**src/rtl/seg_pkg.sv**
```systemverilog
// seg_pkg: constants and types shared by the seven-segment scan driver and its decoder.
package seg_pkg;

  typedef enum logic [1:0] {
    DIG0 = 2'd0,
    DIG1 = 2'd1,
    DIG2 = 2'd2,
    DIG3 = 2'd3
  } dig_idx_t;

  localparam logic [6:0] SEG_BLANK = 7'h7F;
  localparam logic [3:0] DIG_OFF   = 4'b1111;

  // Active-low segments, bit order {g,f,e,d,c,b,a}, indexed by hex value
  localparam logic [6:0] SEG_TABLE [16] = '{
    7'h40, 7'h79, 7'h24, 7'h30, 7'h19, 7'h12, 7'h02, 7'h78,
    7'h00, 7'h10, 7'h08, 7'h03, 7'h46, 7'h21, 7'h06, 7'h0E
  };

endpackage

```
**src/rtl/hex7seg_dec.sv**
```systemverilog
// hex7seg_dec: registered hex-to-seven-segment decoder with a blank override.
module hex7seg_dec
  import seg_pkg::*;
(
  input  logic       clk,
  input  logic       rst,
  input  logic       blank,
  input  logic [3:0] hex,
  output logic [6:0] seg
);

  always_ff @(posedge clk or posedge rst) begin
    if (rst) begin
      seg <= SEG_BLANK;
    end else if (blank) begin
      seg <= SEG_BLANK;
    end else begin
      seg <= SEG_TABLE[hex];
    end
  end

endmodule

```
**src/rtl/seg_scan_driver.sv**
```systemverilog
// seg_scan_driver: four-digit multiplexed seven-segment scanner with tear-free frame updates.
// Optional leading-zero blanking is enabled by defining SEG_LEADING_ZERO_BLANK_EN.
module seg_scan_driver
  import seg_pkg::*;
#(
  parameter int unsigned REFRESH_DIV = 50000,
  parameter int unsigned BLANK_CYC   = 2
) (
  input  logic        clk,
  input  logic        rst,
  input  logic        load,
  input  logic [15:0] data_in,
  input  logic [3:0]  dp_in,
  output logic [3:0]  dig_sel,
  output logic [6:0]  seg,
  output logic        dp,
  output logic        frame_done
);

  localparam int unsigned   CW         = $clog2(REFRESH_DIV);
  localparam logic [CW-1:0] CNT_LAST   = CW'(REFRESH_DIV - 1);
  localparam logic [CW-1:0] BLANK_LAST = CW'(BLANK_CYC - 1);

  logic [CW-1:0] cnt, cnt_nxt;
  dig_idx_t      idx, idx_nxt;
  logic [15:0]   disp_data, disp_data_nxt, pend_data, pend_data_nxt;
  logic [3:0]    disp_dp, disp_dp_nxt, pend_dp, pend_dp_nxt;
  logic          pend_vld, pend_vld_nxt;
  logic          frame_end, blank_nxt, lz_blank;
  logic [3:0]    nibble_nxt;

  always_ff @(posedge clk or posedge rst) begin
    if (rst) begin
      cnt       <= '0;
      idx       <= DIG0;
      disp_data <= '0;
      disp_dp   <= '0;
      pend_data <= '0;
      pend_dp   <= '0;
      pend_vld  <= 1'b0;
    end else begin
      cnt       <= cnt_nxt;
      idx       <= idx_nxt;
      disp_data <= disp_data_nxt;
      disp_dp   <= disp_dp_nxt;
      pend_data <= pend_data_nxt;
      pend_dp   <= pend_dp_nxt;
      pend_vld  <= pend_vld_nxt;
    end
  end

  always_comb begin
    frame_end     = (cnt == CNT_LAST) && (idx == DIG3);
    cnt_nxt       = (cnt == CNT_LAST) ? '0 : cnt + 1'b1;
    idx_nxt       = idx;
    disp_data_nxt = disp_data;
    disp_dp_nxt   = disp_dp;
    pend_data_nxt = pend_data;
    pend_dp_nxt   = pend_dp;
    pend_vld_nxt  = pend_vld;

    if (cnt == CNT_LAST) begin
      idx_nxt = dig_idx_t'(idx + 2'd1);
    end

    // A load on the boundary edge bypasses pending and lands in the display directly
    if (frame_end) begin
      if (load) begin
        disp_data_nxt = data_in;
        disp_dp_nxt   = dp_in;
      end else if (pend_vld) begin
        disp_data_nxt = pend_data;
        disp_dp_nxt   = pend_dp;
      end
      pend_vld_nxt = 1'b0;
    end else if (load) begin
      pend_data_nxt = data_in;
      pend_dp_nxt   = dp_in;
      pend_vld_nxt  = 1'b1;
    end

    blank_nxt  = (BLANK_CYC != 0) && (cnt_nxt <= BLANK_LAST);
    nibble_nxt = disp_data_nxt[{idx_nxt, 2'b00} +: 4];
  end

`ifdef SEG_LEADING_ZERO_BLANK_EN
  // Shifting out the lower digits leaves this digit and all higher ones
  assign lz_blank = (idx_nxt != DIG0) && ((disp_data_nxt >> {idx_nxt, 2'b00}) == '0);
`else
  assign lz_blank = 1'b0;
`endif

  // Outputs are registered from next-state values so they stay aligned with the slot counter
  always_ff @(posedge clk or posedge rst) begin
    if (rst) begin
      dig_sel    <= DIG_OFF;
      dp         <= 1'b1;
      frame_done <= 1'b0;
    end else begin
      dig_sel    <= blank_nxt ? DIG_OFF : ~(4'b0001 << idx_nxt);
      dp         <= blank_nxt | ~disp_dp_nxt[idx_nxt];
      frame_done <= frame_end;
    end
  end

  hex7seg_dec u_dec (
    .clk   (clk),
    .rst   (rst),
    .blank (blank_nxt | lz_blank),
    .hex   (nibble_nxt),
    .seg   (seg)
  );

endmodule
```
**config.mk**
```make
export PLATFORM = sky130hd
export DESIGN_NAME = seg_scan_driver
export DESIGN_NICKNAME = d
export VERILOG_FILES = /design/src/rtl/seg_pkg.sv /design/src/rtl/hex7seg_dec.sv /design/src/rtl/seg_scan_driver.sv
export SDC_FILE = /design/constraint.sdc
export NUM_CORES = 1
export LEC_CHECK = 0
export CAP_MARGIN = 20
export CELL_PAD_IN_SITES_DETAIL_PLACEMENT = 0
export CELL_PAD_IN_SITES_GLOBAL_PLACEMENT = 2
export CORE_MARGIN = 2
export CORE_UTILIZATION = 45
export DETAILED_ROUTE_END_ITERATION = 8
export DONT_BUFFER_PORTS = 1
export PLACE_DENSITY = 0.85
export SKIP_LAST_GASP = 1
export SLEW_MARGIN = 0
export SYNTH_ARGS = -nofsm -noshare
export SYNTH_HDL_FRONTEND = slang
export SYNTH_SLANG_ARGS = --single-unit
```
**constraint.sdc**
```tcl
create_clock -name clk -period 7.7 [get_ports clk]
set_input_delay 1.155 -clock clk [delete_from_list [all_inputs] [get_ports clk]]
set_output_delay 1.155 -clock clk [all_outputs]
set_load 0.02 [all_outputs]
```
# After elaboration in Yosys (flattened, before gate mapping)

Memories as Yosys holds them, arrays and structs flattened.
Index checks and enable logic that the tools add are counted.

Register bits: 72
ROM bits: 112
Bits of input ports: 23
Output and inout port bits: 13
Word-level logic and storage cells: 45
Memories: 1

Memories:

| memory          | depth | width | read ports | clocked after memory_dff | write ports | line              | RTL |
|---|---|---|---|---|---|---|---|
| (no name shown) | 16    | 7     | 1          | 0                        | 0           | hex7seg_dec.sv:18 | `seg <= SEG_TABLE[hex];` |

Add/sub/neg operators: 2
$lt $le $gt $ge: 3
Equal/unequal tests: 2
Shift operators: 2
Multiplexer cells: 16
Bitwise gates (word level): 5
Reductions and logical operators: 3

Operators with widths:

| operator                                                                | number |
|---|---|
| 16-bit 2-to-1 mux                                                       | 4 |
| 7-bit 2-to-1 mux                                                        | 3 |
| 16-bit by 1-bit adder with 16-bit output (second input constant)        | 1 |
| 16-bit equality test (second input constant)                            | 1 |
| 16-bit by 1-bit <= comparator with 1-bit output (second input constant) | 1 |
| 4-bit 2-to-1 mux                                                        | 4 |
| 16-bit by 5-bit indexed part select with 4-bit output                   | 1 |
| 5-bit greater-or-equal comparator (second input constant)               | 1 |
| 4-bit inverter with 5-bit output                                        | 1 |
| 4-bit inverter                                                          | 1 |
| 1-bit by 2-bit << shifter with 4-bit output (first input constant)      | 1 |
| 2-bit by 3-bit < comparator with 1-bit output (second input constant)   | 1 |
| 1-bit 2-to-1 mux                                                        | 3 |
| 2-bit by 1-bit adder with 2-bit output (second input constant)          | 1 |
| 1-bit binary-select mux with 2-bit select                               | 1 |
| 2-bit equality test (second input constant)                             | 1 |
| 2-bit 2-to-1 mux                                                        | 1 |
| 1-bit inverter                                                          | 2 |
| 2-bit AND reduction                                                     | 1 |
| 2-bit nonzero test                                                      | 1 |
| 1-bit logical AND                                                       | 1 |
| 1-bit bitwise OR                                                        | 1 |

# Longest topological paths before layout

Gate-level depths: netlist of run 1.

Depth after elaboration: 9
Gate-level depth with buffers: 16
Mapped depth without buffers: 13

# Modules after synthesis

From an unflattened synthesis of run 1, not the netlist that was laid out.

Cells, all modules: 379
Area, all modules: 3860.0 µm²

By module, submodules not included:

| module          | times used | cells each | area each (µm²) |
|---|---|---|---|
| seg_scan_driver | 1          | 332        | 3395.8 |
| hex7seg_dec     | 1          | 47         | 464.2 |

# Least setup slack after synthesis of run 1

No wires, ideal clock.

Path kind: reg2reg
Start: register cnt[4]
End: register u_dec.seg[3]
Arrival time: 3.192 ns
Path slack: 4.410 ns
Cell stages (with the launch flop): 15
Buffers on the path: 2
Path through: dfrtp_1 buf_6 or4b_4 nor4_4 and2_4 buf_12 mux2i_2 nor2_2 a22o_1 nor2_1 inv_1 ha_1 mux2_4 nor3b_2 a41oi_2

Word-level cells in the longest chain between the ends: 9

RTL lines:

| item                                                   | line                                                                | RTL |
|---|---|---|
| start: declaration                                     | seg_scan_driver.sv:24                                               | `logic [CW-1:0] cnt, cnt_nxt;` |
| start signal: assignment                               | seg_scan_driver.sv:42                                               | `cnt <= cnt_nxt;` |
| 16-bit equality test                                   | seg_scan_driver.sv:53, seg_scan_driver.sv:54, seg_scan_driver.sv:62 |  |
| 1-bit logical AND                                      | seg_scan_driver.sv:53                                               | `frame_end = (cnt == CNT_LAST) && (idx == DIG3);` |
| 16-bit 2-to-1 mux                                      | seg_scan_driver.sv:67                                               | `if (frame_end) begin` |
| 16-bit by 5-bit indexed part select with 4-bit output  | seg_scan_driver.sv:83                                               | `nibble_nxt = disp_data_nxt[{idx_nxt, 2'b00} +: 4];` |
| 4-bit inverter with 5-bit output (implied by the code) | hex7seg_dec.sv:18                                                   |  |
| memory 16 x 7 bit                                      | -                                                                   |  |
| 7-bit 2-to-1 mux (implied by the code) (2 in a row)    | hex7seg_dec.sv:18                                                   |  |
| 7-bit 2-to-1 mux *                                     | hex7seg_dec.sv:15                                                   | `end else if (blank) begin` |
| end signal: assignment                                 | hex7seg_dec.sv:18                                                   |  |
| end: declaration                                       | hex7seg_dec.sv:9                                                    | `output logic [6:0] seg` |

Every way passes the cells marked *; elsewhere a longest branch is shown, timed or not. The select of a mux whose other input is x is not followed.
A chain may end at the register's enable or synchronous reset.

# Worst setup path in the final report of run 1

Same ends and word-level chain as after synthesis.

==> results by group, run 1 <==
Outcome
  – Outcome: finished, final reports clean

Drt
  – Number of vias per cell: 5.66
  – Via Count: 2,475
  – Final wirelength: 7790 um
  – DRC Markers: 0
  – WL/cell: around 18 um
  – DRT iter0 DRCs: 170
  – First-pass DRT Iterations: 4
  – Post-DRT Antenna Nets: 0

Synthesis
  – Ys flop type: dfrtp_1
  – Mapped Cells: 335
  – Number of enable flip-flop cells after synthesis: 0
  – Most frequent cell after synthesis: dfrtp_1
  – Synth area leaders: dfrtp_1 (41%), dfstp_2 (8.5%), mux2_2 (6.1%)
  – Post-Syn Area: 3690 sq um
  – Sequential area share after synthesis: 0.493
  – Synth warn: 0
  – Seq cells post-synth: 72
  – Syn nets: 365
  – Cell taking the most area after synthesis: dfrtp_1
  – Post-synth cell types: 57
  – Synthesized area per cell: 11.0 sq um
  – Commonest cells post-synth: dfrtp_1 (60), nand2_1 (35), mux2_2 (20)
  – Yosys top cell area share: 0.407
  – Ys async rst share: 1.00

Power and ir drop
  – Int Pwr: 560 uW
  – Static Leak: 1.78 nW
  – Comb pwr share: 0.035
  – Switching power: ~170 uW
  – IR drop worst, VDD: 0.0795 mV
  – Sw Ratio: 0.233
  – Flop pwr share: 0.540
  – Clk pwr share: 0.425
  – Power Dens Cells: 186 nW/um^2

Clocking
  – CTS tree: built
  – Post-CTS Setup Bufs: 0
  – Clock root cell: clkbuf_8
  – Total clock sinks: 72
  – # resized after CTS: 0
  – Max clock buf depth: 2
  – H-tree levels: 3
  – Clock slew at reported path FFs: 0.08 ns
  – Cts-stage hold buffer count: 0
  – CTS buffer count: 9
  – Clk_lat worst skew: 0.35 ns

Floorplanning
  – Initial core utilization: 0.456
  – Core Rows: 33
  – Core area: ~8100 sq um
  – Die width: 94.5 um
  – Die ar.: slightly below 9000 sq um
  – # IOs: 36
  – Die height: 94.5 um

Timing
  – # setup viols final: 0
  – Worst clock skew: between 0.01 and 0.015 ns
  – RSZ-0062 raised after global routing: false
  – Final hold violations: 0
  – Final worst-path setup slack: 3.87 ns
  – Max-slew violations: 0
  – Final worst-path cycle share: 0.497
  – Worst-margin pin slew: approximately 0.96 ns
  – Final Critical Period: approximately 3.8 ns
  – Setup Total Neg Slack: 0 ns
  – Slew headroom: 0.357
  – FMAX: 261 MHz

Final layout
  – Number of fill cells: 748
  – Layout area overhead: 6.28%
  – Antenna diode count: 0
  – Share of cells above drive strength 1: 0.208
  – Fin nets: 357
  – Post-Route Utilization: 0.484

Critical path
  – Worst path required time: 7.95 ns
  – Startpoint types: flop
  – CP max FO: 14
  – Slowest cell delay on critical path: 0.59 ns
  – Worst Setup Path Type: flop to flop
  – Nature of the critical path endpoint: flop
  – Critical Path, Cell by Cell: or4b_4 > nor4_4 > and2_4 > mux2i_2 > nor2_2 > a22o_1 > nor2_1 > inv_1 > ha_1 > mux2_4 > nor3b_2 > a41oi_2
  – Data arrival, critical path: 4.08 ns
  – Critical Path Slowest Stage Cell: or4b_4

Global route
  – Initial antenna violation count: 0
  – Vias in the first global route: about 2,500
  – Total global-route track usage: 0.187
  – Pin count of the biggest net entering global routing: 73
  – Gr ovfl total: 0
  – Global-route wire length before repair: between 10,000 and 15,000 um

Placement
  – Hpwl dp: between 5000 and 6000 um
  – Input/output buffers: 0
  – Placer Congestion: between 0.8 and 0.9
  – Pre-CTS setup slack: 3.95 ns

Min path
  – Hold Crit Class: flop to flop

Job
  – Max cap viols: 0
## stage by stage
stage / cell area [sq um] / hold slack [ns] / power, mW / std cells
2_1_floorplan: 3690 / 0.446 / 0.421 / 335
3_3_place_gp: 3700 / 0.459 / 0.426 / 420
3_5_place_dp: 3710 / 0.489 / 0.428 / 421
4_1_cts: 3920 / 0.505 / 0.739 / 437
5_1_grt: 3920 / 0.523 / 0.761 / 437
6_report: 3920 / 0.501 / 0.730 / 437
## path summary, 6_finish.rpt
path | startpoint | to | slack [ns] | cells after the start
worst min register to register | cnt[11] | cnt[11] | 0.50 | 1
worst min-delay path | cnt[11] | cnt[11] | 0.50 | 1
worst max register to register | cnt[4] | u_dec.seg[3] | 3.87 | 12
worst max-delay path | cnt[4] | u_dec.seg[3] | 3.87 | 12
max in group asynchronous | rst | idx[0] | 6.14 | 2
min in group asynchronous | rst | frame_done | 0.96 | 2
## cells in the final DEF (no fill, tap or decap), drive strengths merged, types with 2 or more instances in the layout
cell type  Yosys  routed
a32oi         15      15
dfstp         12      12
nor2          23      23
xor2           7       7
and3           9       9
nor3           5       5
nand3         15      15
clkinv         2       4
and2           3       3
buf           12       3
a31oi          2       2
xnor2         11      11
a21oi          5       5
nand2         36      36
a22o           3       3
nor3b          3       3
o221ai         2       2
a22oi         21      21
mux2i          3       3
and4           2       2
inv           10      11
mux2          22      22
o22ai          5       5
ha             7       7
o211ai         4       4
nand3b         4       4
clkbuf        10      10
o21ai          7       7
dfrtp         60      60
or3            2       2
clkinvlp       0       2
## layout make-up
| class | instances | area, sq um | share of cell area |
|---|---|---|---|
| clock buffers | 10 | 138 | 0.0351 |
| clock inverters | 6 | 67.6 | 0.0172 |
| inverters | 12 | 51.3 | 0.0131 |
| multi-input cells | 229 | 1690 | 0.431 |
| flip-flops and latches | 72 | 1820 | 0.463 |
| well taps | 105 | 131 | 0.0335 |
| repair buffers | 3 | 26.3 | 0.00670 |
## power by group through the flow
| stage | logic, mW | registers [mW] | clock network, mW |
|---|---|---|---|
| CTS | 0.0266 | 0.394 | 0.318 |
| finish | 0.0255 | 0.394 | 0.311 |
| global route | 0.0288 | 0.395 | 0.337 |
| global placement | 0.0253 | 0.401 | 0 |
| floorplan | 0.0210 | 0.400 | 0 |
| detailed placement | 0.0266 | 0.401 | 0 |
## per-layer routing
metal / GRT usage / wire, um / share of wire
met5: 0 / 0 / 0
met4: 0.0507 / 77 / 0.0099
met3: 0.0615 / 427 / 0.055
met2: 0.260 / 3370 / 0.43
met1: 0.278 / 3910 / 0.50
## logic make-up after synthesis
family,count (synthesis),synth area share
adders and majority gates,7,0.0237
muxes,25,0.0773
and+or+nand+nor,109,0.159
DFF,72,0.493
AOI/OAI and AO/OA,70,0.150
buffers and inverters,34,0.0495
xor gates and xnor gates,18,0.0478
## state kept, by name, indices dropped and copies added, names as in the netlist, 2 cells and up
| name | cells |
|---|---|
| disp_dp | 4 |
| pend_data | 16 |
| cnt | 16 |
| dig_sel | 4 |
| idx | 2 |
| u_dec.seg | 7 |
| disp_data | 16 |
| pend_dp | 4 |
## worst max-delay path, delay by kind of cell (launching register included)
family          cells  cell delay (ns)
simple gates        6             1.83
mux                 2             0.72
flops               1             0.50
compound gates      2             0.30
fa+ha+maj           1             0.26
buf+inv             1             0.12
Power figures use the tool's default switching activity.
==> run 2, diff against run 1 <==
- CORE_UTILIZATION: 45 -> 38
- PLACE_DENSITY: 0.85 -> 0.76
- clock period: 7.7 -> 3.5 ns (I/O delays scaled with it)
==> run 2 against run 1 <==
- maximum frequency grew 16%
- final cell count grew 8.5%
- critical path type unchanged
- combinational power grew 130%
- register-to-register slack lost 3.7 ns
- routed wire length grew 6.7%
- largest power group unchanged
- cell area grew 3.3%
- global-route usage shrank 1.9 points
- via count grew 2.7%
- sequential cell count is the same
==> results by group, run 2 (synthesis gave the netlist of run 1 again) <==
Outcome
  – Outcome: finished, final reports clean

Min path
  – Hold Crit Class: input port to async pin

Drt
  – Via Count: 2,543
  – Number of vias per cell: between 5 and 6
  – Post-DRT Antenna Nets: 0
  – Final wirelength: 8300 um
  – WL/cell: 17.5 um
  – DRC Markers: 0
  – First-pass DRT Iterations: 5
  – DRT iter0 DRCs: 158

Final layout
  – Most frequent cells in the layout: dfrtp_1 (60), nand2_1 (34), mux2_2 (20), a22oi_1 (19), nor2_1 (18)
  – Antenna diode count: 0
  – Most common cell after layout, fill and taps aside: dfrtp_1
  – Finished Cell Area: approximately 4000 sq um
  – Fin nets: 370
  – Post-Route Utilization: 0.434
  – Register area: 1820 sq um
  – Fin cells: 474
  – Area of the multi-input gates: around 1700 sq um
  – Number of fill cells: approximately 900
  – Share of cells above drive strength 1: 0.243
  – Largest registers: cnt: 16 flops, disp_data: 16 flops, pend_data: 16 flops
  – Layout area overhead: 9.74%

Global route
  – Gr ovfl total: 0
  – Vias in the first global route: around 2,500
  – Total global-route track usage: 0.168
  – Pin count of the biggest net entering global routing: 58
  – Global-route wire length before repair: 13,300 um
  – Initial antenna violation count: 0

Critical path
  – Worst setup path endpoint: u_dec.seg[3]
  – Data arrival, critical path: approximately 3.6 ns
  – Nature of the critical path endpoint: flop
  – Startpoint types: flop
  – Worst setup startpoint: cnt[12]
  – CP max FO: 6
  – Worst path required time: 3.77 ns
  – Worst Setup Path Type: flop to flop
  – Critical Path Slowest Stage Cell: or3_1
  – Flop-to-flop setup slack: 0.21 ns
  – Register-to-Register Path Depth: 12
  – RR Endpoint: u_dec.seg[3]
  – R2r startpoint: cnt[12]
  – Slowest cell delay on critical path: 0.45 ns
  – Critical Path, Cell by Cell: or3_1 > nor4_4 > and2_4 > mux2i_4 > clkinv_4 > nor2_4 > a22o_1 > nor2_2 > buf_4 > ha_1 > or2_0 > a41oi_2

Timing
  – RSZ-0062 raised after global routing: false
  – Final worst-path cycle share: 0.939
  – Setup Total Neg Slack: 0 ns
  – Final Critical Period: approximately 3.3 ns
  – Slew headroom: 0.521
  – Final worst-path setup slack: 0.212 ns
  – FMAX: around 300 MHz
  – Worst hold slack: between 0.01 and 0.015 ns
  – Worst clock skew: 0.0156 ns
  – Max-slew violations: 0
  – # setup viols final: 0
  – Worst-margin pin slew: 0.718 ns
  – Final hold violations: 0

Clocking
  – CTS tree: built
  – Total clock sinks: 72
  – Clock root cell: clkbuf_8
  – H-tree levels: 3
  – Max clock buf depth: 2
  – Clock slew at reported path FFs: 0.09 ns
  – CTS buffer count: 9
  – Clk_lat worst skew: 0.35 ns
  – Post-CTS Setup Bufs: 0

Placement
  – Area after DPL: 3840 sq um
  – Inst Count DP: 458
  – Pre-CTS setup slack: 0.0327 ns
  – Input/output buffers: 0
  – Placer Congestion: 0.772
  – Hpwl dp: 5740 um

Power and ir drop
  – Total Power: 1.54 mW
  – IR drop worst, VDD: 0.223 mV
  – Power Dens Cells: 381 nW/um^2
  – Static Leak: roughly 1.8 nW

Floorplanning
  – Die ar.: 10,500 sq um
  – Initial core utilization: 0.395
  – Die width: 103 um
  – Core area: 9330 sq um
  – # IOs: 36
  – Core Rows: 35
  – Die height: 103 um

Job
  – Max cap viols: 0
run 2: where the power goes:
part           leakage, nW  switching [mW]  internal [mW]
logic                0.853          0.0320         0.0256
registers            0.896          0.0114          0.855
clock network       0.0884           0.350          0.269
run 2: what timing repair did:
action,4_1_cts,5_1_grt
gates resized for setup,0,5
endpoints found under the setup margin,0,5
hold buffers,0,0
run 2: layer usage:
layer,wire (um),vias up,GRT usage,part of all wire
met5,0,-,0,0
met4,90,0,0.0554,0.011
met3,376,8,0.0366,0.045
met2,3620,49,0.234,0.44
met1,4220,1258,0.256,0.51
li1,-,1228,-,-
run 2: worst min-delay path by stage:
stage               startpoint           end  slack [ns]  cells after the start
finish                     rst  disp_data[1]        0.01                      1
global route               rst  disp_data[4]        0.01                      1
CTS                        rst  disp_data[4]       0.003                      1
detailed placement         rst    disp_dp[3]        0.39                      1
global placement           rst    frame_done        0.39                      1
floorplan               cnt[0]        cnt[0]        0.45                      1
run 2: final cells by class:
| cell class | count | share of cell area |
|---|---|---|
| Sequential cell | 72 | 0.449 |
| Tap cell | 129 | 0.0399 |
| Inverter | 12 | 0.0127 |
| Clock buffer | 9 | 0.0306 |
| Timing Repair Buffer | 16 | 0.0297 |
| Multi-Input combinational cell | 229 | 0.423 |
| Clock inverter | 7 | 0.0151 |
run 2: worst max-delay path, delay by kind of cell (launching register included):
family	cells	cell delay, ns
buf+inv	2	0.26
simple gates	6	1.51
mux	1	0.35
fa+ha+maj	1	0.30
flops	1	0.44
compound gates	2	0.36
==> run 3, diff against run 2 <==
- HOLD_SLACK_MARGIN: default -> 0.12
==> run 3 against run 2 <==
- routed wire length down 0.18%
- clock skew about the same
- count of clock-buffer cells in the layout unchanged
- sequential cell count unchanged
- largest power group unchanged
- non-clock buffer count up 1
- critical path depth unchanged
- utilization up 0.11 points
- worst setup slack worse by 0.00088 ns
==> results by group, run 3 (synthesis gave the netlist of run 1 again) <==
Floorplanning
  – Initial core utilization: 0.395
  – Die height: ~100 um
  – Die width: 103 um
  – Die ar.: 10,500 sq um
  – Core area: slightly above 9000 sq um
  – Core Rows: 35
  – # IOs: 36

Timing
  – # setup viols final: 0
  – Setup Total Neg Slack: 0 ns
  – Final worst-path cycle share: 0.940
  – Worst-margin pin slew: between 0.7 and 0.8 ns
  – Worst hold slack: 0.317 ns
  – Worst clock skew: between 0.015 and 0.02 ns
  – Final worst-path setup slack: 0.211 ns
  – Slew headroom: 0.522
  – Max-slew violations: 0
  – FMAX: between 300 and 400 MHz
  – Final hold violations: 0
  – RSZ-0062 raised after global routing: false
  – Final Critical Period: approximately 3.3 ns

Clocking
  – H-tree levels: 3
  – CTS buffer count: 9
  – Clk_lat worst skew: 0.35 ns
  – CTS tree: built
  – Total clock sinks: approximately 70
  – Clock root cell: clkbuf_8
  – Post-CTS Setup Bufs: 0
  – Max clock buf depth: 2
  – Clock slew at reported path FFs: 0.09 ns

Final layout
  – Number of fill cells: ~910
  – Antenna diode count: 0
  – Area of the multi-input gates: 1710 sq um
  – Largest registers: cnt: 16 flops, disp_data: 16 flops, pend_data: 16 flops
  – Fin nets: 371
  – Share of cells above drive strength 1: 0.243
  – Most frequent cells in the layout: dfrtp_1 (60), nand2_1 (34), mux2_2 (20), a22oi_1 (19), nor2_1 (18)
  – Most common cell after layout, fill and taps aside: dfrtp_1
  – Finished Cell Area: 4060 sq um
  – Register area: 1820 sq um
  – Layout area overhead: 10.0%

Power and ir drop
  – Static Leak: 1.84 nW
  – Power Dens Cells: between 300 and 400 nW/um^2
  – IR drop worst, VDD: approximately 0.22 mV

Critical path
  – Data arrival, critical path: 3.56 ns
  – Crit path max-delay family: simple AND/OR/NAND/NOR gates
  – Nature of the critical path endpoint: flop
  – Critical Path Slowest Stage Cell: or3_1
  – Slowest cell delay on critical path: around 0.45 ns
  – Buf/Inv on CP: 2
  – Startpoint types: flop
  – Flop-to-flop setup slack: approximately 0.21 ns
  – Worst Setup Path Type: flop to flop
  – CP max FO: 6
  – Critical Path, Cell by Cell: or3_1 > nor4_4 > and2_4 > mux2i_4 > clkinv_4 > nor2_4 > a22o_1 > nor2_2 > buf_4 > ha_1 > or2_0 > a41oi_2
  – Worst path required time: 3.77 ns

Min path
  – Hold Crit Class: input port to flop

Drt
  – Number of vias per cell: ~5.4
  – WL/cell: 17.4 um
  – DRC Markers: 0
  – First-pass DRT Iterations: 4
  – DRT iter0 DRCs: 146
  – Post-DRT Antenna Nets: 0
  – Via Count: 2,545
  – Final wirelength: 8290 um

Placement
  – Pre-CTS setup slack: 0.0327 ns
  – Area after DPL: about 3800 sq um
  – Input/output buffers: 0
  – Placer Congestion: 0.772
  – Hpwl dp: 5740 um

Outcome
  – Outcome: finished, final reports clean

Global route
  – Global-route wire length before repair: about 13,000 um
  – Gr ovfl total: 0
  – Vias in the first global route: 2,492
  – Total global-route track usage: 0.168
  – Initial antenna violation count: 0
  – Pin count of the biggest net entering global routing: slightly below 60

Job
  – Max cap viols: 0
## run 3: metal layers
layer	part of all wire	GRT usage	routed length, um
met2	0.44	0.234	3630
met1	0.51	0.256	4230
met3	0.041	0.0366	342
met5	0	0	0
met4	0.011	0.0554	90
## run 3: report_power, final
group          switching [mW]  total [mW]  internal [mW]
logic                  0.0322      0.0585         0.0263
registers              0.0113       0.867          0.855
clock network           0.350       0.619          0.269
total                   0.393        1.54           1.15
## run 3: through the flow
| step | std cells | power [mW] | utilization |
|---|---|---|---|
| 3_5_place_dp | 458 | 0.942 | 0.412 |
| 6_report | 475 | 1.54 | 0.435 |
| 5_1_grt | 475 | 1.62 | 0.435 |
| 3_3_place_gp | 458 | 0.940 | 0.412 |
| 2_1_floorplan | 335 | 0.925 | - |
| 4_1_cts | 475 | 1.57 | 0.432 |
## run 3: what timing repair did
item                                   CTS  global route
setup endpoints to repair                0             5
gates resized for setup                  0             5
hold buffers                             1             0
endpoints found under the hold margin   15             0
## run 3: worst paths after layout
path	start	endpoint	cells after the start
setup / recovery	cnt[12]	u_dec.seg[3]	12
hold / removal	data_in[14]	pend_data[14]	1
setup reg to reg	cnt[12]	u_dec.seg[3]	12
hold reg to reg	cnt[0]	cnt[0]	1
max in group asynchronous	rst	cnt[11]	3
min in group asynchronous	rst	disp_data[1]	2
## run 3: cell type report
cell class                      instances  area share
Inverter                               12      0.0126
Clock inverter                          7      0.0151
Multi-Input combinational cell        229       0.422
Sequential cell                        72       0.448
Tap cell                              129      0.0398
Timing Repair Buffer                   17      0.0321
Clock buffer                            9      0.0305
